--- src/rtl/rf_pkg.sv ---
`default_nettype none
// ============================================================================
// Module      : rf_pkg
// Description : Shared types and constants for the register-file dump engine.
// Revision    : 1.0 - initial release
// ============================================================================
package rf_pkg;

    localparam int c_DW = 8;
    localparam logic [c_DW-1:0] c_HDR_DEFAULT = 8'hA5;

    typedef enum logic [1:0] {
        S_IDLE = 2'd0,
        S_HDR  = 2'd1,
        S_DATA = 2'd2,
        S_SUM  = 2'd3
    } state_t;

endpackage
`default_nettype wire

--- src/rtl/rf_dump.sv ---
`default_nettype none
// ============================================================================
// Module      : rf_dump
// Description : Streams a header, every register-file entry and an XOR
//               checksum as a valid/ready byte frame.
// Revision    : 1.0 - initial release
// ============================================================================
module rf_dump
    import rf_pkg::*;
#(
    parameter int              NREGS = 4,
    parameter int              AW    = 2,
    parameter logic [c_DW-1:0] HDR   = c_HDR_DEFAULT
) (
    input  logic            clock,
    input  logic            clear_n,
    input  logic            start,
    output logic [AW-1:0]   rs,
    input  logic [c_DW-1:0] rval,
    output logic [c_DW-1:0] tx_data,
    output logic            tx_valid,
    input  logic            tx_ready,
    output logic            busy,
    output logic            done
);

    localparam logic [AW:0] c_NREGS = (AW+1)'(NREGS);

    state_t          r_state;
    logic [AW:0]     r_idx;
    logic [c_DW-1:0] r_chk;
    logic [c_DW-1:0] r_data;
    logic            r_valid;
    logic            r_done;
    logic            w_xfer;

    assign w_xfer = r_valid && tx_ready;

    always_ff @(posedge clock or negedge clear_n) begin
        if (!clear_n) begin
            r_state <= S_IDLE;
            r_idx   <= '0;
            r_chk   <= '0;
            r_data  <= '0;
            r_valid <= 1'b0;
            r_done  <= 1'b0;
        end else begin
            r_done <= 1'b0;
            case (r_state)
                S_IDLE: begin
                    if (start) begin
                        r_state <= S_HDR;
                        r_data  <= HDR;
                        r_valid <= 1'b1;
                        r_idx   <= '0;
                        r_chk   <= '0;
                    end
                end
                S_HDR, S_DATA: begin
                    // Each entry is sampled on the edge that retires the previous byte.
                    if (w_xfer) begin
                        if (r_idx < c_NREGS) begin
                            r_data  <= rval;
                            r_chk   <= r_chk ^ rval;
                            r_idx   <= r_idx + 1'b1;
                            r_state <= S_DATA;
                        end else begin
                            r_data  <= r_chk;
                            r_state <= S_SUM;
                        end
                    end
                end
                S_SUM: begin
                    if (w_xfer) begin
                        r_valid <= 1'b0;
                        r_done  <= 1'b1;
                        r_state <= S_IDLE;
                    end
                end
                default: r_state <= S_IDLE;
            endcase
        end
    end

    assign rs       = r_idx[AW-1:0];
    assign tx_data  = r_data;
    assign tx_valid = r_valid;
    assign busy     = (r_state != S_IDLE);
    assign done     = r_done;

endmodule
`default_nettype wire
--- config.mk ---
export PLATFORM = sky130hd
export DESIGN_NAME = rf_dump
export DESIGN_NICKNAME = d
export VERILOG_FILES = /design/src/rtl/rf_pkg.sv /design/src/rtl/rf_dump.sv
export SDC_FILE = /design/constraint.sdc
export NUM_CORES = 1
export LEC_CHECK = 0
export BUFFER_PORTS_ARGS = -buffer_cell sky130_fd_sc_hd__buf_2
export CORE_AREA = 4 4 55 57
export CTS_CLUSTER_SIZE = 25
export DETAILED_ROUTE_END_ITERATION = 10
export DIE_AREA = 0 0 59 61
export GPL_ROUTABILITY_DRIVEN = 0
export PLACE_DENSITY = 0.75
export SYNTH_ARGS = -nofsm -noshare
export SYNTH_HDL_FRONTEND = slang
export SYNTH_SLANG_ARGS = --single-unit
export TNS_END_PERCENT = 30
--- constraint.sdc ---
create_clock -name clock -period 2.3 [get_ports clock]
set_input_delay 0.115 -clock clock [delete_from_list [all_inputs] [get_ports clock]]
set_output_delay 0.115 -clock clock [all_outputs]
set_load 0.1 [all_outputs]
==> flow_summary.json, run 1 <==
{
  "cp.required_ps": 2520,
  "power_frac_comb_pct": 5.8,
  "critPathLaunchType": "flop",
  "end_kind": "flop",
  "path_cells": "inv_1 > ha_1 > mux2i_1 > a21oi_2 > mux2_2",
  "nets": 168,
  "drt_iter0_drc": 29,
  "htree_levels": 1,
  "synth_warnings": 0,
  "clock-sinks": 23,
  "fmax_mhz": 490.9,
  "p_int_mw": 0.4883,
  "worstSetupPathType": "flop to flop",
  "yosys.area.top_type": "dfrtp_1",
  "grt_pass1_wl_um": 4512,
  "overflow": 0,
  "grt_start_max_net_pins": 24,
  "slowest_delay_ps": 480,
  "p_sw_mw": 0.1482,
  "async_reset_ff_share_pct": 100.0,
  "die_area_mm2": 0.003599,
  "layout_min_cycle_time_ps": 2037,
  "row_count": 18,
  "slew_headroom_pct": 63.71,
  "yosysTopAreaCellShare_pct": 43.77,
  "crit_slowest_cell": "ha_1",
  "die_h_um": 61,
  "antenna_found_initial": 0,
  "clock_path_buffers": 2,
  "vias": 1053,
  "synthCells": 125,
  "ys_top_cells_by_area": "dfrtp_1 (44%), mux2i_1 (7.6%), mux2_2 (6.9%), nand2b_1 (5.7%), ha_1 (3.8%)",
  "track_usage_pct": 16.88,
  "nFillCells": 222,
  "fp.dieW_um": 59,
  "synth-main-ff-cell": "dfrtp_1",
  "cp_num_buf_inv": 1,
  "design_area_mm2": 0.001499,
  "path_clk_slew_ps": 130,
  "syn_area_mm2": 0.001315,
  "synth_cell_types": 30,
  "wirelength_um": 2716,
  "clock_latency_ps": 320,
  "rsz0062_at_grt": "false",
  "finalCritPeriodShare_pct": 88.56,
  "first_pass_iters": 4,
  "cts_tree": "done",
  "cts.repair.resized": 0,
  "num_antenna_cells": 0,
  "core_mm2": 0.002477,
  "instances_no_fill": 181,
  "synth_seq_cells": 23,
  "synth_edf_count": 0,
  "finalHoldViolCount": 0,
  "critPathMaxFanout": 12,
  "leakage_nw": 0.7983,
  "worstPathArrival_ps": 2260,
  "clock-skew-final_ps": 2.107,
  "drt.antenna.violating_nets": 0,
  "pwr-share-clk_pct": 30.7,
  "setup_viol": 0,
  "cts_made_buffers": 3,
  "start_util_pct": 53.08,
  "slew_violations": 0,
  "drv_cap": 0,
  "hold_class": "input port to flop",
  "final_common_cell": "buf_2",
  "syn-num-nets": 141,
  "critical-path-top-delay-family": "multiplexers",
  "swShare_pct": 23.28,
  "synth.yosys.seq_area_share_pct": 43.77,
  "mostFrequentLayoutCells": "buf_2 (24), dfrtp_1 (23), nand2b_1 (12), nand2_1 (11), mux2i_1 (10)",
  "ir_drop_uv": 438.7,
  "tightest_slew_ps": 544.4,
  "dp_hpwl_um": 1980,
  "syn_to_final_growth_pct": 13.99,
  "avgSynthCellArea_um2": 10.52,
  "final.setup.tns_ps": 0,
  "wl_per_cell_um": 15.01,
  "dpl-instance-area_mm2": 0.001463,
  "layout-drive-gt1-share_pct": 27.15,
  "r2r_slack_ps": 260,
  "io_buffers": 24,
  "dp_cells": 176,
  "vias_per_cell": 5.818,
  "outcome": "finished, final reports clean",
  "grt_pass1_vias": 1020,
  "power_density_mw_per_mm2": 424.7,
  "ios": 25,
  "ctsRootBufferMaster": "clkbuf_4",
  "power_frac_seq_pct": 63.5,
  "drcViolationCount": 0
}
[power by group through the flow]
stage | clock (mW) | combinational [mW] | sequential [mW]
3_3_place_gp | 0 | 0.0349 | 0.412
2_1_floorplan | 0 | 0.0125 | 0.412
3_5_place_dp | 0 | 0.0363 | 0.412
6_report | 0.195 | 0.0371 | 0.404
5_1_grt | 0.219 | 0.0419 | 0.404
4_1_cts | 0.204 | 0.0378 | 0.404
[synth_stat cells (all sizes together) (4+ instances only)]
cell / count
nand2: 11
mux2i: 10
inv: 4
nand2b: 12
nor2: 7
dfrtp: 23
nor2b: 7
mux2: 9
a2111oi: 5
buf: 7
a21o: 6
ha: 4
[worst paths after layout]
| check | from | to | cells past startpoint |
|---|---|---|---|
| max | r_state[1] | tx_data[7] | 5 |
| min | rval[3] | r_chk[3] | 2 |
| max reg2reg | r_state[1] | tx_data[7] | 5 |
| min reg2reg | tx_data[0] | tx_data[0] | 1 |
| max in group asynchronous | clear_n | r_idx[2] | 2 |
| min in group asynchronous | clear_n | tx_data[2] | 2 |
[metal layers]
layer / track usage (%) / routed length [um]
met1: 20.27 / 1210
met2: 29.18 / 1320
met3: 4.681 / 145
met4: 5.825 / 40
met5: 0 / 0
[flip-flops by register name (all words and copies together), names as in the netlist]
name and cells:
r_chk 8, tx_data 8, done 1, r_state 2, r_idx 3, tx_valid 1
[timing repair]
item | in CTS | in global routing
endpoints found under the hold margin | 23 | 0
setup buffers | 0 | 0
hold buffers | 1 | 0
[cell families (layout without fill, tap and decap cells)]
kind of cell / Yosys count / after routing / share of synthesized area, %
simple gates: 45 / 45 / 18.55
compound gates: 23 / 23 / 14.37
flops: 23 / 23 / 43.77
mux: 19 / 19 / 15.32
buf+inv: 11 / 37 / 4.186
fa+ha+maj: 4 / 4 / 3.806
[cell type report]
class / instances / area (um2) / area share (%)
multi-input combinational: 91 / 684.4 / 45.66
sequential: 23 / 575.6 / 38.40
timing repair buffer: 29 / 160.2 / 10.68
tap: 30 / 37.54 / 2.504
clock buffer: 4 / 26.28 / 1.753
inverter: 4 / 15.01 / 1.002
[metrics by stage]
stage	util [%]	hold WS, ps	total power, mW	worst slack, ps
after floorplan	-	-180.6	0.4247	320.1
final	60.51	46.16	0.6365	263.1
after global placement	59.04	124.5	0.4470	320.8
after global routing	60.51	29.28	0.6658	121.0
after detailed placement	59.04	118.8	0.4483	259.9
after CTS	60.51	30.39	0.6461	221.7
Note: power is estimated with default switching activity, not from simulation.
==> inputs of run 2 (changes only) <==
--- a/config.mk
+++ b/config.mk
@@ -5,11 +5,12 @@
 export SDC_FILE = /design/constraint.sdc
 export NUM_CORES = 1
 export LEC_CHECK = 0
+export ABC_AREA = 1
 export BUFFER_PORTS_ARGS = -buffer_cell sky130_fd_sc_hd__buf_2
-export CORE_AREA = 4 4 55 57
+export CORE_AREA = 4 4 57 59
 export CTS_CLUSTER_SIZE = 25
 export DETAILED_ROUTE_END_ITERATION = 10
-export DIE_AREA = 0 0 59 61
+export DIE_AREA = 0 0 61 63
 export GPL_ROUTABILITY_DRIVEN = 0
 export PLACE_DENSITY = 0.75
 export SYNTH_ARGS = -nofsm -noshare
==> flow_summary.json, run 2 <==
{
  "nFillCells": 261,
  "outcome": "finished, final reports clean",
  "clock_path_buffers": 2,
  "synth.most_common_cell": "nand2_1",
  "first_pass_iters": 4,
  "layout-drive-gt1-share_pct": 18.64,
  "synth-main-ff-cell": "dfrtp_1",
  "critPathMaxFanout": 5,
  "grt_pass1_vias": 1073,
  "clock-skew-final_ps": 2.390,
  "cts.repair.resized": 0,
  "dp_hpwl_um": 2035,
  "syn_area_mm2": 0.001434,
  "ys_top_cells_by_area": "dfrtp_1 (40%), nand2_1 (24%), nand3_1 (9.1%), nor2_1 (5.5%), ha_1 (3.5%)",
  "synth_common_cells": "nand2_1 (92), nand3_1 (26), dfrtp_1 (23)",
  "core_mm2": 0.002710,
  "antenna_found_initial": 0,
  "post-route-util_pct": 57.94,
  "hold_depth": 3,
  "slew_headroom_pct": 65.90,
  "fmax_mhz": 581.0,
  "path_clk_slew_ps": 130,
  "layout_min_cycle_time_ps": 1721,
  "grt_pass1_wl_um": 4919,
  "final.setup.tns_ps": 0,
  "synth_seq_cells": 23,
  "wirelength_um": 2776,
  "critPathLaunchType": "flop",
  "nets": 237,
  "vias": 1218,
  "synthCells": 197,
  "cp.required_ps": 2570,
  "rsz0062_at_grt": "false",
  "grt_start_max_net_pins": 24,
  "ctsRootBufferMaster": "clkbuf_4",
  "synth_warnings": 0,
  "slew_violations": 0,
  "tightest_slew_ps": 511.4,
  "finalCritPeriodShare_pct": 74.83,
  "row_count": 19,
  "synth_cell_types": 18,
  "ios": 25,
  "track_usage_pct": 16.75,
  "syn_to_final_growth_pct": 9.512,
  "htree_levels": 1,
  "avgSynthCellArea_um2": 7.279,
  "syn-num-nets": 213,
  "start_util_pct": 52.91,
  "worstSetupPathType": "flop to flop",
  "hold_class": "input port to flop",
  "end_kind": "flop",
  "async_reset_ff_share_pct": 100.0,
  "fp.dieW_um": 61,
  "rr_worst_depth": 8,
  "yosys.area.top_type": "dfrtp_1",
  "vias_per_cell": 4.853,
  "overflow": 0,
  "worstPathArrival_ps": 1990,
  "finalHoldViolCount": 0,
  "drt_iter0_drc": 53,
  "drcViolationCount": 0,
  "setup_viol": 0,
  "clock-sinks": 23,
  "cts_tree": "done",
  "cts_made_buffers": 3,
  "num_antenna_cells": 0,
  "yosysTopAreaCellShare_pct": 40.14,
  "wl_per_cell_um": 11.06,
  "synth.yosys.seq_area_share_pct": 40.14,
  "synth_edf_count": 0,
  "final_common_cell": "nand2_1",
  "drv_cap": 0,
  "io_buffers": 24,
  "mostFrequentLayoutCells": "nand2_1 (92), nand3_1 (26), buf_2 (24), dfrtp_1 (23), nor2_1 (21)",
  "drt.antenna.violating_nets": 0,
  "clock_latency_ps": 310,
  "die_area_mm2": 0.003843,
  "die_h_um": 63
}
==> run 2: cell count changes after synthesis, moves of 5 or more <==
cell       change
nor2b_1        -7
mux2i_1       -10
a21o_1         -6
a2111oi_0      -5
nor2_1        +14
buf_2          -5
nand2b_1      -12
nand3_1       +26
mux2_2         -8
inv_1          +6
nand2_1       +81
==> run 2: what timing repair did <==
action	CTS	global route
hold endpoints to repair	23	0
buffers inserted	0	0
hold buffers	1	0
==> run 2: layer usage <==
metal  share of wire [%]  global-route usage (%)  up-vias
met5                   0                       0        -
met4                 1.2                   7.317        0
met3                 4.1                   2.686        2
met2                  44                   23.40       21
met1                  51                   24.94      539
li1                    -                       -      656
==> run 2: path summary, 6_finish.rpt <==
check                      startpoint    endpoint  slack (ps)
min                          tx_ready        done         100
min in group asynchronous     clear_n    r_chk[0]         290
max in group asynchronous     clear_n    r_chk[4]        1680
min reg2reg                tx_data[5]  tx_data[5]         480
max                        r_state[0]    r_chk[5]         580
max reg2reg                r_state[0]    r_chk[5]         580
==> run 2: kinds of logic (layout without fill, tap and decap cells) <==
logic type               after synthesis  count (layout)  share of synthesized area [%]
AO/OA/AOI/OAI                          2               2                         0.6981
adder cells (fa/ha/maj)                4               4                          3.491
buffers and inverters                 19              42                          8.202
flip-flops                            23              23                          40.14
AND/OR/NAND/NOR                      149             149                          47.47
==> run 2: area by class of cell <==
| cell class | instances | area [um2] | area share, % |
|---|---|---|---|
| clock inverters | 1 | 5.005 | 0.3187 |
| well taps | 31 | 38.79 | 2.470 |
| repair buffers | 26 | 137.6 | 8.765 |
| inverters | 12 | 50.05 | 3.187 |
| clock buffers | 3 | 22.52 | 1.434 |
| multi-input cells | 155 | 740.7 | 47.17 |
| flip-flops and latches | 23 | 575.6 | 36.65 |
==> run 2: per-stage QoR <==
step | setup WS (ps) | hold WS [ps] | cells | cell area, um2
2_1_floorplan | 538.2 | -180.6 | 197 | 1434
3_3_place_gp | 646.0 | 122.0 | 246 | 1533
3_5_place_dp | 605.4 | 122.9 | 246 | 1533
4_1_cts | 567.3 | 82.95 | 251 | 1570
5_1_grt | 383.1 | 98.01 | 251 | 1570
6_report | 578.9 | 97.38 | 251 | 1570
==> run 2: worst max-delay path, cell delays in order, from the launching register on <==
cell,delay (ps)
dfrtp_1,390
inv_1,70
ha_1,420
inv_1,140
nor2_1,340
nand2_1,100
nor2_1,100
nand2_1,60
nand2_1,60
Power of run 2 is left out: the tool's default activity adds up to more than one toggle a clock period on the data nets, which glitch-free logic cannot reach.
